<file path="src/rtl/maze_pingpong_ctrl.sv">
// Ping-pong maze RAM controller: arbitrates two writers into the back
// bank, runs a back-bank fill engine and swaps banks at vblank start.
// Ports: clk, rst (sync, active-low); hc/vc scan counts;
//   req0_*/req1_* valid/addr/data/ready writers; clear_req/fill_data;
//   swap_req; bank0_we/bank1_we/wr_addr/wr_data shared write port;
//   disp_bank front bank; busy/clear_done/swap_done status; wr_err.
// Optional: MAZE_WR_BOUNDS_EN drops out-of-range writes and flags wr_err.
module maze_pingpong_ctrl #(
  parameter int DEPTH  = 63360,
  parameter int ADDR_W = 16,
  parameter int DATA_W = 8,
  parameter int VLINES = 480
) (
  input  logic              clk,
  input  logic              rst,
  input  logic [9:0]        hc,
  input  logic [9:0]        vc,
  input  logic              req0_valid,
  input  logic [ADDR_W-1:0] req0_addr,
  input  logic [DATA_W-1:0] req0_data,
  output logic              req0_ready,
  input  logic              req1_valid,
  input  logic [ADDR_W-1:0] req1_addr,
  input  logic [DATA_W-1:0] req1_data,
  output logic              req1_ready,
  input  logic              clear_req,
  input  logic [DATA_W-1:0] fill_data,
  input  logic              swap_req,
  output logic              bank0_we,
  output logic              bank1_we,
  output logic [ADDR_W-1:0] wr_addr,
  output logic [DATA_W-1:0] wr_data,
  output logic              disp_bank,
  output logic              busy,
  output logic              clear_done,
  output logic              swap_done,
  output logic              wr_err
);

  localparam logic [9:0] VL = 10'(VLINES);
  localparam logic [ADDR_W-1:0] LAST = ADDR_W'(DEPTH - 1);

  typedef enum logic {RUN, CLEAR} state_t;

  state_t            state, state_nx;
  logic              swap_pend, pend_nx;
  logic              pref1, pref_nx;
  logic              disp_nx;
  logic [ADDR_W-1:0] cnt, cnt_nx;
  logic [DATA_W-1:0] fval, fval_nx;
  logic              fbank, fbank_nx;
  logic              we0_nx, we1_nx;
  logic [ADDR_W-1:0] addr_nx;
  logic [DATA_W-1:0] data_nx;
  logic              busy_nx, cdone_nx, sdone_nx;

  logic              vblank, swap_go, open, grant;
  logic [ADDR_W-1:0] g_addr;
  logic [DATA_W-1:0] g_data;

  assign vblank  = (vc == VL) && (hc == 10'd0);
  assign swap_go = (state == RUN) && swap_pend && vblank;
  // Writers only see ready when nothing higher-priority owns the cycle.
  assign open    = rst && (state == RUN) && !swap_go && !clear_req;

  assign req0_ready = open && req0_valid
                      && (!req1_valid || !pref1);
  assign req1_ready = open && req1_valid
                      && (!req0_valid || pref1);
  assign grant  = req0_ready || req1_ready;
  assign g_addr = req1_ready ? req1_addr : req0_addr;
  assign g_data = req1_ready ? req1_data : req0_data;

`ifdef MAZE_WR_BOUNDS_EN
  logic err_q, err_nx, in_range;
  assign in_range = (g_addr <= LAST);
  assign wr_err   = err_q;
`else
  assign wr_err   = 1'b0;
`endif

  always_comb begin
    state_nx = state;
    pend_nx  = swap_pend || swap_req;
    pref_nx  = pref1;
    disp_nx  = disp_bank;
    cnt_nx   = cnt;
    fval_nx  = fval;
    fbank_nx = fbank;
    we0_nx   = 1'b0;
    we1_nx   = 1'b0;
    addr_nx  = wr_addr;
    data_nx  = wr_data;
    busy_nx  = busy;
    cdone_nx = 1'b0;
    sdone_nx = 1'b0;
`ifdef MAZE_WR_BOUNDS_EN
    err_nx   = err_q;
`endif
    unique case (state)
      RUN: begin
        if (swap_go) begin
          // A request arriving on the swap cycle is absorbed.
          disp_nx  = !disp_bank;
          sdone_nx = 1'b1;
          pend_nx  = 1'b0;
        end else if (clear_req) begin
          state_nx = CLEAR;
          fval_nx  = fill_data;
          fbank_nx = !disp_bank;
          cnt_nx   = '0;
          addr_nx  = '0;
          data_nx  = fill_data;
          we0_nx   = disp_bank;
          we1_nx   = !disp_bank;
          busy_nx  = 1'b1;
        end else if (grant) begin
          pref_nx = req0_ready;
          addr_nx = g_addr;
          data_nx = g_data;
`ifdef MAZE_WR_BOUNDS_EN
          if (in_range) begin
            we0_nx = disp_bank;
            we1_nx = !disp_bank;
          end else begin
            err_nx = 1'b1;
          end
`else
          we0_nx = disp_bank;
          we1_nx = !disp_bank;
`endif
        end
      end
      CLEAR: begin
        // cnt is the address already on the write port.
        if (cnt == LAST) begin
          state_nx = RUN;
          busy_nx  = 1'b0;
          cdone_nx = 1'b1;
        end else begin
          cnt_nx  = cnt + 1'b1;
          addr_nx = cnt + 1'b1;
          data_nx = fval;
          we0_nx  = !fbank;
          we1_nx  = fbank;
        end
      end
      default: state_nx = RUN;
    endcase
  end

  always_ff @(posedge clk) begin
    if (!rst) begin
      state      <= RUN;
      swap_pend  <= 1'b0;
      pref1      <= 1'b0;
      disp_bank  <= 1'b0;
      cnt        <= '0;
      fval       <= '0;
      fbank      <= 1'b0;
      bank0_we   <= 1'b0;
      bank1_we   <= 1'b0;
      wr_addr    <= '0;
      wr_data    <= '0;
      busy       <= 1'b0;
      clear_done <= 1'b0;
      swap_done  <= 1'b0;
`ifdef MAZE_WR_BOUNDS_EN
      err_q      <= 1'b0;
`endif
    end else begin
      state      <= state_nx;
      swap_pend  <= pend_nx;
      pref1      <= pref_nx;
      disp_bank  <= disp_nx;
      cnt        <= cnt_nx;
      fval       <= fval_nx;
      fbank      <= fbank_nx;
      bank0_we   <= we0_nx;
      bank1_we   <= we1_nx;
      wr_addr    <= addr_nx;
      wr_data    <= data_nx;
      busy       <= busy_nx;
      clear_done <= cdone_nx;
      swap_done  <= sdone_nx;
`ifdef MAZE_WR_BOUNDS_EN
      err_q      <= err_nx;
`endif
    end
  end

endmodule

</file>
<file path="config.mk">
export PLATFORM = sky130hd
export DESIGN_NAME = maze_pingpong_ctrl
export DESIGN_NICKNAME = d
export VERILOG_FILES = /design/src/rtl/maze_pingpong_ctrl.sv
export SDC_FILE = /design/constraint.sdc
export NUM_CORES = 1
export LEC_CHECK = 0
export ABC_AREA = 0
export BUFFER_PORTS_ARGS = -buffer_cell sky130_fd_sc_hd__clkbuf_2
export CAP_MARGIN = 20
export CORE_MARGIN = 1
export CORE_UTILIZATION = 50
export CTS_CLUSTER_SIZE = 28
export DETAILED_ROUTE_END_ITERATION = 10
export PLACE_DENSITY = 0.8
export SYNTH_ARGS = -nofsm -noshare
export SYNTH_HDL_FRONTEND = slang
export SYNTH_SLANG_ARGS = --single-unit
</file>
<file path="constraint.sdc">
create_clock -name clk -period 2.6 [get_ports clk]
set_input_delay 0.52 -clock clk [delete_from_list [all_inputs] [get_ports clk]]
set_output_delay 0.52 -clock clk [all_outputs]
set_load 0.005 [all_outputs]
</file>
==> reports/metrics.csv <==
metric,value,unit
run status,completed,
Cell Pwr Density,517,nW/um2
area delta synth->final,24.8,%
crit path capture type,output pin,
core area,6350,um2
setup TNS,0,ns
top_reg_cell synth,dfxtp_1,
Initial Utilization,52.0,%
nature of the critical path startpoint,flop,
initial antenna violation count,0,
Core Rows,29,
metal3 WL,606,um
vias in the first global route,3293,
Final Hold Viols,0,
Post-Route Utilization,64.9,%
tightest hold margin,0.383,ns
Top-Level Pins,115,
Worst EP required,2.08,ns
Syn Nets,507,
Post-synth EDFFs,0,
CTS sink cnt,58,
top routing layer in use,met4,
first-pass GRT wire length,15800,um
Mapped Cells,424,
clock group share of total power,37.9,%
pin count of the biggest net entering global routing,54,
design area,4120,um2
YS warnings,0,
grt total ovfl,0,
CTS root buf,clkbuf_8,
"commonest non-fill, non-tap cell in the layout",clkbuf_2,
placed instance area,3940,um2
CTS Buf Count,9,
critical path arrival,1.88,ns
# diodes,0,
HP Class,primary input to flop,
Die Area,6940,um2
Mapped Area,3300,um2
port bufs,113,
Crit Path Max Fanout,9,
Slew Limit Fails,0,
Static Leakage,1.68,nW
setup bufs post-CTS,0,
peak supply drop,0.000421,V
Pint,0.00153,W
met2 WL,4720,um
Die Wd,83.3,um
fillers,561,
Max-Cap Viols,0,
die height,83.3,um
Least-Margin Pin Slew,0.520,ns
M1 WL,4340,um
"commonest non-fill, non-tap cells in the layout","113 x clkbuf_2, 69 x nand2_1, 57 x dfxtp_1, 37 x a21oi_1, 29 x nor2_1",
Antenna Violating Nets Remaining,0,
Cell variety after synth,50,
fmax,0.416,GHz
Max Clock Skew,0.00906,ns
share of cells above drive strength 1,31.1,%
max_slew headroom,65.3,%
Clock Latency Late Sink,0.34,ns
switching pwr,0.000601,W
final period utilization,92.4,%
clock buffer depth,2,
number of H-tree levels,3,
routed wire length per instance,16.4,um
RSZ-0062 raised after global routing,false,
Clock transition at path regs,0.07,ns
crit path kind,flop to output pin,
switching portion of total power,28.2,%
post-CTS sizing,0,
Comb pwr share,16.6,%
total number of vias,3673,
drt total wl,9950,um
final setup violation count,0,
Mean Syn Cell Area,7.79,um2
Final HPWL DP,7150,um
Iter 0 DRT Violations,310,
Tmin final,2.40,ns
drt drc,0,
post-synthesis register bit count,58,
All-Layer GR Usage,28.4,%
Flop pwr share,45.4,%
Synth async-reset ratio,0,%
Vias/cell,6.05,
Pre-antenna DRT Iters,5,
Nets,608,
Hold Buf Count CTS,0,
CTS tree,yes,
sequential share of the synthesized area,35.2,%
Placer Congestion,0.886,
==> critical path, cell delays in order (launching register included) <==
cell	delay, ns
dfxtp_2	0.33
nor4b_2	0.27
and4_1	0.45
nand2_1	0.18
nand3_1	0.14
nor2_1	0.05
clkbuf_2	0.11
==> power by group through the flow <==
stage | clock [W] | combinational (W) | sequential [W]
after floorplan | 0 | 0.000198 | 0.000982
after global placement | 0 | 0.000343 | 0.000986
after detailed placement | 0 | 0.000351 | 0.000987
after CTS | 0.000808 | 0.000352 | 0.000967
after global routing | 0.000860 | 0.000386 | 0.000972
final | 0.000808 | 0.000354 | 0.000968
==> registers in the layout, indices dropped and copies added (netlist names), 8 cells and up <==
| signal | cells |
|---|---|
| fval | 8 |
| cnt | 16 |
| wr_data | 8 |
| wr_addr | 16 |
==> kinds of logic after synthesis <==
group	after synthesis	share of synthesized area, %
xor+xnor	13	3.45
other cells	1	0.114
buf+inv	48	6.67
simple gates	156	23.1
mux	10	3.03
fa+ha+maj	1	0.379
compound gates	137	28.1
flops	58	35.2
==> metal layers <==
layer	vias up	GRT usage (%)
met5	-	0
met4	0	13.9
met3	22	4.57
met2	169	45.8
met1	1701	36.7
li1	1781	-
==> per-stage QoR <==
step	power (W)	std cells	setup WS, ns
detailed placement	0.00134	591	0.227
floorplan	0.00118	424	0.352
global route	0.00222	607	0.0411
CTS	0.00213	607	0.182
global placement	0.00133	591	0.346
finish	0.00213	607	0.199
==> cells in the mapped netlist (2+ instances only) <==
library cell | number | area [um2]
a211oi_1 | 26 | 195
a21oi_1 | 37 | 185
a311oi_1 | 23 | 201
a31oi_1 | 26 | 163
and2_1 | 2 | 12.5
and4_1 | 2 | 17.5
buf_2 | 5 | 25.0
buf_4 | 5 | 37.5
buf_6 | 2 | 22.5
clkbuf_1 | 29 | 109
dfxtp_1 | 58 | 1160
inv_1 | 6 | 22.5
mux2i_1 | 10 | 100
nand2_1 | 69 | 259
nand2b_1 | 2 | 12.5
nand3_1 | 6 | 30.0
nand4_1 | 12 | 75.1
nand4b_1 | 3 | 26.3
nand4bb_1 | 2 | 22.5
nor2_1 | 30 | 113
nor3_1 | 7 | 35.0
nor4_1 | 8 | 50.1
o211ai_1 | 2 | 15.0
o21ai_0 | 6 | 30.0
o21ai_2 | 6 | 52.6
o22ai_1 | 4 | 25.0
o31ai_1 | 2 | 15.0
xnor2_1 | 6 | 52.6
xor2_1 | 7 | 61.3
==> worst paths after layout <==
path	start	to	slack, ns	cells after the start
max reg2reg	cnt[0]	cnt[9]	0.50	6
min	swap_req	swap_pend	0.38	3
max	state	req1_ready	0.20	6
min reg2reg	swap_pend	swap_pend	0.47	2
==> final cells by class <==
type | count | area, um2 | share of cell area [%]
clock inverter | 6 | 57.6 | 1.40
clock buffer | 10 | 128 | 3.10
tap | 77 | 96.3 | 2.34
inverter | 7 | 26.3 | 0.637
sequential | 58 | 1160 | 28.2
multi-input combinational | 318 | 1940 | 47.0
timing repair buffer | 131 | 713 | 17.3
(Power assumes the default switching activity.)
